==> config.mk <==
export PLATFORM = sky130hd
export DESIGN_NAME = fir_mac_scheduler
export DESIGN_NICKNAME = d
export VERILOG_FILES = /design/src/rtl/fir_mac_scheduler.sv
export SDC_FILE = /design/constraint.sdc
export NUM_CORES = 1
export LEC_CHECK = 0
export ABC_AREA = 1
export ABC_CLOCK_PERIOD_IN_PS = 4750
export CAP_MARGIN = 25
export CELL_PAD_IN_SITES_DETAIL_PLACEMENT = 1
export CELL_PAD_IN_SITES_GLOBAL_PLACEMENT = 1
export CORE_UTILIZATION = 47
export CTS_BUF_LIST = sky130_fd_sc_hd__clkbuf_4 sky130_fd_sc_hd__clkbuf_8
export DETAILED_ROUTE_END_ITERATION = 8
export GPL_TIMING_DRIVEN = 0
export PLACE_DENSITY = 0.88
export RECOVER_POWER = 25
export SLEW_MARGIN = 15
export SYNTH_ARGS = -nofsm -noshare
export SYNTH_HDL_FRONTEND = slang
export SYNTH_SLANG_ARGS = --single-unit
==> constraint.sdc <==
create_clock -name clk -period 4.75 [get_ports clk]
set_input_delay 1.1875 -clock clk [delete_from_list [all_inputs] [get_ports clk]]
set_output_delay 1.1875 -clock clk [all_outputs]
set_load 0.01 [all_outputs]
==> src/rtl/fir_mac_scheduler.sv <==
// Time-multiplexed FIR controller: owns the tap delay line and coefficient
// register file and walks one shared multiply-accumulate over all taps,
// one tap per clock, emitting one result per accepted sample.
//
// Handshake: a sample is consumed on a rising edge where x_valid && x_ready.
// x_ready is high only while idle, so x_in/x_valid may change freely while
// x_ready is low; nothing is taken and the delay line holds. Results carry
// no backpressure: y_valid is a one-cycle pulse and y_out holds until the
// next result.
module fir_mac_scheduler #(
  parameter int N_TAPS  = 4,
  parameter int BW_in   = 2,
  parameter int BW_coef = 2,
  parameter int BW_acc  = 6,
  parameter int BW_out  = 6,
  parameter int AW      = (N_TAPS > 1) ? $clog2(N_TAPS) : 1
) (
  input  logic               clk,
  input  logic               reset_n,
  input  logic [BW_in-1:0]   x_in,
  input  logic               x_valid,
  output logic               x_ready,
  input  logic               coef_we,
  input  logic [AW-1:0]      coef_addr,
  input  logic [BW_coef-1:0] coef_data,
  output logic [BW_out-1:0]  y_out,
  output logic               y_valid,
  output logic               busy
);

  localparam int PW = BW_in + BW_coef;
  localparam logic [AW-1:0] IDX_LAST = AW'(N_TAPS - 1);

  typedef enum logic {IDLE, MAC} state_t;

  state_t                    state_q;
  logic signed [BW_in-1:0]   d_q    [N_TAPS];
  logic signed [BW_coef-1:0] coef_q [N_TAPS];
  logic signed [BW_acc-1:0]  acc_q;
  logic [AW-1:0]             idx_q;
  logic [BW_out-1:0]         y_out_q;
  logic                      y_valid_q;

  logic signed [PW-1:0]      prod_w;
  logic signed [BW_acc-1:0]  acc_d;
  logic                      coef_addr_ok;

  // Current tap product, sign-extended and added into the wrapping accumulator
  always_comb begin
    prod_w = PW'(d_q[idx_q]) * PW'(coef_q[idx_q]);
    acc_d  = acc_q + BW_acc'(prod_w);
  end

  // Out-of-range addresses only exist when N_TAPS is not a power of two
  assign coef_addr_ok = (int'(coef_addr) < N_TAPS);

  assign x_ready = (state_q == IDLE);
  assign busy    = (state_q == MAC);
  assign y_out   = y_out_q;
  assign y_valid = y_valid_q;

  // Scheduler FSM: accept a sample in IDLE, then one MAC per tap in MAC
  always_ff @(posedge clk or negedge reset_n) begin
    if (!reset_n) begin
      state_q   <= IDLE;
      acc_q     <= '0;
      idx_q     <= '0;
      y_out_q   <= '0;
      y_valid_q <= 1'b0;
      for (int k = 0; k < N_TAPS; k++) begin
        d_q[k]    <= '0;
        coef_q[k] <= '0;
      end
    end else begin
      y_valid_q <= 1'b0;
      case (state_q)
        IDLE: begin
          // A write landing on the acceptance edge is seen by that sample
          if (coef_we && coef_addr_ok) begin
            coef_q[coef_addr] <= coef_data;
          end
          if (x_valid) begin
            d_q[0] <= x_in;
            for (int k = 1; k < N_TAPS; k++) begin
              d_q[k] <= d_q[k-1];
            end
            acc_q   <= '0;
            idx_q   <= '0;
            state_q <= MAC;
          end
        end
        MAC: begin
          acc_q <= acc_d;
          if (idx_q == IDX_LAST) begin
            y_out_q   <= acc_d[BW_acc-1 -: BW_out];
            y_valid_q <= 1'b1;
            state_q   <= IDLE;
          end else begin
            idx_q <= idx_q + AW'(1);
          end
        end
        default: state_q <= IDLE;
      endcase
    end
  end

endmodule

==> results of run 1 <==
[through the flow]
| stage | hold WS [ps] | cells | worst slack, ps | utilization, % | instance area [sq um] |
|---|---|---|---|---|---|
| after global placement | 465 | 276 | 1960 | 57.5 | 1980 |
| final | 484 | 284 | 1810 | 60.1 | 2070 |
| after CTS | 490 | 284 | 1790 | 60.2 | 2070 |
| after global routing | 515 | 284 | 1540 | 60.1 | 2070 |
| after detailed placement | 474 | 276 | 1880 | 57.3 | 1970 |
| after floorplan | 453 | 212 | 2170 | - | 1740 |
[worst max-delay path, cell delays in order, from the launching register on]
cell	delay, ps
dfrtp_1	370
buf_6	150
inv_4	40
buf_8	140
a21oi_1	120
o21ai_0	110
o21ai_0	120
nor2_1	90
fa_1	550
inv_1	80
fa_1	450
o21ai_0	270
xor2_1	210
o21ai_0	100
[kinds of logic (layout without fill, tap and decap cells)]
| kind of cell | count (synthesis) | count (layout) | synth area share, % |
|---|---|---|---|
| AOI/OAI and AO/OA | 35 | 35 | 10.4 |
| adders and majority gates | 11 | 11 | 8.77 |
| buffers and inverters | 37 | 63 | 9.35 |
| xor gates and xnor gates | 3 | 3 | 1.51 |
| DFF | 32 | 32 | 46.0 |
| and+or+nand+nor | 94 | 94 | 24.0 |
[sequential cells by signal, indices dropped and copies added, names as in the netlist]
register  flops
idx_q         2
d_q           8
acc_q         6
y_out         6
coef_q        8
y_valid       1
busy          1
[synthesized netlist by cell type (3+ instances only)]
library cell	count	share of area, %
nand3_1	17	4.9
nor2_1	9	1.9
nand2_2	7	2.5
ha_1	9	6.5
nand2_1	56	12
dfrtp_1	32	46
a21oi_1	7	2.0
inv_1	29	6.3
clkbuf_1	3	0.65
o21ai_1	3	0.86
o21ai_0	23	6.6
[cell type report]
type,count,area share (%)
plain buffers,7,2.30
clock buffers,8,4.72
inverters,30,5.56
multi-input cells,143,37.5
flip-flops and latches,32,38.7
well taps,46,2.78
repair buffers,18,8.40
[final timing paths]
kind | from | end | slack, ps | cells after the start
max | idx_q[0]$_DFFE_PN0P_ | y_out[4]$_DFFE_PN0P_ | 1810 | 13
min | y_out[4]$_DFFE_PN0P_ | y_out[4]$_DFFE_PN0P_ | 480 | 2
max reg2reg | idx_q[0]$_DFFE_PN0P_ | y_out[4]$_DFFE_PN0P_ | 1810 | 13
min reg2reg | y_out[4]$_DFFE_PN0P_ | y_out[4]$_DFFE_PN0P_ | 480 | 2
max in group asynchronous | reset_n | y_out[2]$_DFFE_PN0P_ | 2420 | 1
min in group asynchronous | reset_n | coef_q[1]$_DFFE_PN0P_ | 1340 | 1
[placed cells by master, fill, tap and decap left out, drive strengths merged]
master,instances
nand2,65
dfrtp,32
inv,30
o21ai,26
nand3,18
clkdlybuf4s50,17
clkbuf,12
nor2,9
ha,9
a21oi,7
buf,4
xor2,2
fa,2
and2,1
a21o,1
or2,1
xnor2,1
a21boi,1
[routing by layer]
layer | vias to the layer above | track usage (%) | share of wire [%]
li1 | 719 | - | -
met1 | 748 | 28.8 | 43
met2 | 30 | 46.9 | 50
met3 | 15 | 6.57 | 3.0
met4 | 0 | 13.1 | 3.8
met5 | - | 0 | 0
==> metrics, run 1 <==
Worst-path clk slew 70 ps; gr ovfl total 0; unrepaired setup endpoints after global routing false; Antenna Nets Post-Route 0; vias in the first global route 1,704; Setup-failing EPs final 0; largest net degree at the start of global routing 33; CTS tree done; port bufs 18; Pre-Repair DR Iteration Count 4; worst skew pair latency 280 ps; Worst Skew 5.40 ps; FILL cells 440; multi-input combinational cell area 777 sq um; post-synth cell types 24; Core Rows 21; Initial Util 50.6%; H-tree depth 2; top_reg_cell synth dfrtp_1; synthesis-stage register bit count 32; dpl hpwl 3350 microns; DR iter-0 viols 62; core area 3440 sq um; hold-fix buffers at CTS 0; Avg Vias per Cell 5.32; Setup Buffers After CTS 0; Fin Setup TNS 0 ps; area grow syn2layout 18.9%; final hold vios 0; initial antenna violation count 0; Die X 62.9 microns; die area 3950 sq um; Post-Synthesis Cells 212; routed wire length 4430 microns; post-CTS resize count 0; Seq/Total Area, Yosys 46.0%; first-pass GRT wire length 7820 microns; Req. time, crit path 4900 ps; Syn Nets 233; critical setup path kind reg2reg; Mapped Area 1740 sq um; total track usage 26.3%; status finished with violations; Async SR Flop Fraction 100%; Register Area 801 sq um; Critical Path Fanout Max 10; Die H 62.9 microns; fin crit period 2940 ps; Residual DRC 0; Syn. warnings 0; Ant. Diodes 0; share of cells above drive strength 1 9.66%; Ports 19; fmax 0.340 GHz; root buf cell clkbuf_8; clock buffer depth 2; worst rel slew slack -13.5%; CP Launch Type flip-flop; Max Cap Viol 1; Slew @ Worst Pin 1700 ps; failing checks capacitance limit, slew limit; worst path arrival time 3090 ps; Sink Count 32; RD Place Congestion 0.819; worst hold path class reg2reg; Pins Over Slew Limit 33; WL per Instance 15.6 microns; CP endpoint kind flip-flop; crit share post-route 62.0%; CTS buffer count 5; Avg Synthesized Cell Area 8.21 sq um; fin nets 258; Post-synth EDFFs 0; via count 1,512
Power of run 1 is left out: the tool's default activity adds up to more than one toggle a clock period on the data nets, which glitch-free logic cannot reach.
==> run 2: changes to the inputs <==
--- a/config.mk
+++ b/config.mk
@@ -6,15 +6,15 @@
 export NUM_CORES = 1
 export LEC_CHECK = 0
 export ABC_AREA = 1
-export ABC_CLOCK_PERIOD_IN_PS = 4750
+export ABC_CLOCK_PERIOD_IN_PS = 3000
 export CAP_MARGIN = 25
 export CELL_PAD_IN_SITES_DETAIL_PLACEMENT = 1
 export CELL_PAD_IN_SITES_GLOBAL_PLACEMENT = 1
-export CORE_UTILIZATION = 47
+export CORE_UTILIZATION = 43
 export CTS_BUF_LIST = sky130_fd_sc_hd__clkbuf_4 sky130_fd_sc_hd__clkbuf_8
 export DETAILED_ROUTE_END_ITERATION = 8
 export GPL_TIMING_DRIVEN = 0
-export PLACE_DENSITY = 0.88
+export PLACE_DENSITY = 0.82
 export RECOVER_POWER = 25
 export SLEW_MARGIN = 15
 export SYNTH_ARGS = -nofsm -noshare
==> constraint.sdc (replaced) <==
create_clock -name clk -period 3 [get_ports clk]
set_input_delay 0.75 -clock clk [delete_from_list [all_inputs] [get_ports clk]]
set_output_delay 0.75 -clock clk [all_outputs]
set_load 0.01 [all_outputs]
==> metrics, run 2 (synthesis results as in run 1) <==
Ports 19 (unchanged); Worst-path clk slew 60 ps (about the same); Reg2Reg Depth 14 (+1); Reg2Reg Capture Point y_out[4]$_DFFE_PN0P_; worst skew pair latency 280 ps (about the same); CP Launch Type flip-flop; post-layout util 54.5% (-5.6 points); worst hold path class reg2reg; CP endpoint kind flip-flop; final hold vios 0 (unchanged); fin crit period 2780 ps (-162 ps); root buf cell clkbuf_8; biggest cell delay along the critical path 550 ps (about the same); worst path arrival time 2930 ps (-160 ps); post-CTS resize count 0 (unchanged); Die H 65.6 microns (+4.4%); H-tree depth 2 (unchanged); Residual DRC 0 (unchanged); crit share post-route 92.7% (+31 points); Slowest cell on crit path fa_1; share of cells above drive strength 1 9.70% (+0.041 points); DP Cell Count 278 (+0.72%); worst r2r src idx_q[0]$_DFFE_PN0P_; routed wire length 3670 microns (-17%); Pins Over Slew Limit 33 (unchanged); fmax 0.360 GHz (+5.8%); DR iter-0 viols 73 (+18%); die area 4310 sq um (+9.0%); Die X 65.6 microns (+4.4%); dpl hpwl 2800 microns (-16%); Avg Vias per Cell 5.00 (-6.2%); Worst Skew 4.68 ps (-0.728 ps); Initial Util 46.2% (-4.4 points); WL per Instance 12.9 microns (-17%); via count 1,424 (-5.8%); Req. time, crit path 3150 ps (-1750 ps); unrepaired setup endpoints after global routing false; CP delay by family, top adder cells; status finished with violations; Buf/Inv on CP 5 (+1); first-pass GRT wire length 6430 microns (-18%); RD Place Congestion 0.752 (-8.1%); most frequent cells in the layout 56 x nand2_1, 31 x dfrtp_1, 29 x inv_1; Core Rows 22 (+4.8%); reg2reg setup slack 220 ps (-1590 ps); gr ovfl total 0 (unchanged); worst hold path stage count 2 (unchanged); Pre-Repair DR Iteration Count 4 (unchanged); vias in the first global route 1,395 (-18%); CTS buffer count 5 (unchanged); Slew @ Worst Pin 1720 ps (+20.9 ps); core area 3770 sq um (+9.6%); hold-fix buffers at CTS 0 (unchanged); port bufs 18 (unchanged); commonest non-fill, non-tap cell in the layout nand2_1; fin nets 258 (unchanged); Ant. Diodes 0 (unchanged); largest net degree at the start of global routing 33 (unchanged); Setup Buffers After CTS 0 (unchanged); Max Cap Viol 1 (unchanged); Setup-failing EPs final 0 (unchanged); initial antenna violation count 0 (unchanged); Final Non-Filler Cells 285 (+0.35%); CTS tree done; clock buffer depth 2 (unchanged); Antenna Nets Post-Route 0 (unchanged); failing checks capacitance limit, slew limit; total track usage 20.3% (-6.0 points); WHS Endpoint y_out[3]$_DFFE_PN0P_; critical setup path kind reg2reg; worst rel slew slack -14.9% (-1.4 points); Critical Path Fanout Max 10 (unchanged); cell-by-cell trace of the critical path buf_6, inv_4, buf_8, nand2_2, nand3_2, nand2_2, inv_1, nor2_1, fa_1, inv_1, fa_1, o21ai_1, xor2_1, o21ai_0; leading registers by flop count coef_q x8, d_q x8; Fin Setup TNS 0 ps (unchanged); Fin Hold WS 479 ps (-4.70 ps); Sink Count 32 (unchanged); area grow syn2layout 18.2%; hold path start y_out[3]$_DFFE_PN0P_
==> run 2: cell types whose count changed in the layout (fill, tap and decap cells not counted) <==
| cell | delta |
|---|---|
| clkbuf_4 | -1 |
| clkbuf_8 | -1 |
| clkinv_2 | +1 |
| dfrtp_1 | -1 |
| dfrtp_2 | +1 |
| o21ai_0 | -1 |
| o21ai_1 | +1 |
==> run 2: worst max-delay path by stage <==
stage | from | endpoint | slack [ps] | cells after the start
4_1_cts | idx_q[0]$_DFFE_PN0P_ | y_out[4]$_DFFE_PN0P_ | 110 | 12
3_5_place_dp | idx_q[0]$_DFFE_PN0P_ | y_out[4]$_DFFE_PN0P_ | 130 | 12
3_3_place_gp | idx_q[0]$_DFFE_PN0P_ | y_out[4]$_DFFE_PN0P_ | 150 | 12
6_report | idx_q[0]$_DFFE_PN0P_ | y_out[4]$_DFFE_PN0P_ | 220 | 14
2_1_floorplan | idx_q[0]$_DFFE_PN0P_ | y_out[4]$_DFFE_PN0P_ | 420 | 12
5_1_grt | idx_q[0]$_DFFE_PN0P_ | y_out[4]$_DFFE_PN0P_ | 3 | 13
==> run 2: area by class of cell <==
| class | count | area, sq um |
|---|---|---|
| buffer | 7 | 47.5 |
| timing repair buffer | 18 | 174 |
| multi-input combinational | 143 | 777 |
| fill | 487 | 1710 |
| sequential | 32 | 802 |
| tap | 48 | 60.1 |
| inverter | 30 | 115 |
| clock inverter | 1 | 5.00 |
| clock buffer | 6 | 76.3 |
==> run 2: metrics by stage <==
| step | setup slack [ps] | instance area, sq um |
|---|---|---|
| after floorplan | 422 | 1740 |
| after global placement | 149 | 1980 |
| after detailed placement | 126 | 1980 |
| after CTS | 113 | 2060 |
| after global routing | 2.61 | 2060 |
| final | 219 | 2060 |
==> run 2: tightest hold or removal path: stages, from the launching register on <==
cell and delay [ps]:
dfrtp_1 340, nand2_1 50, nand2_1 50
==> run 2: layer usage <==
layer	vias up	wire (microns)	GRT usage, %
li1	717	-	-
met1	679	1790	25.4
met2	20	1700	32.4
met3	8	109	5.90
met4	0	71	8.70
met5	-	0	0
Power of run 2 is left out for the same reason.
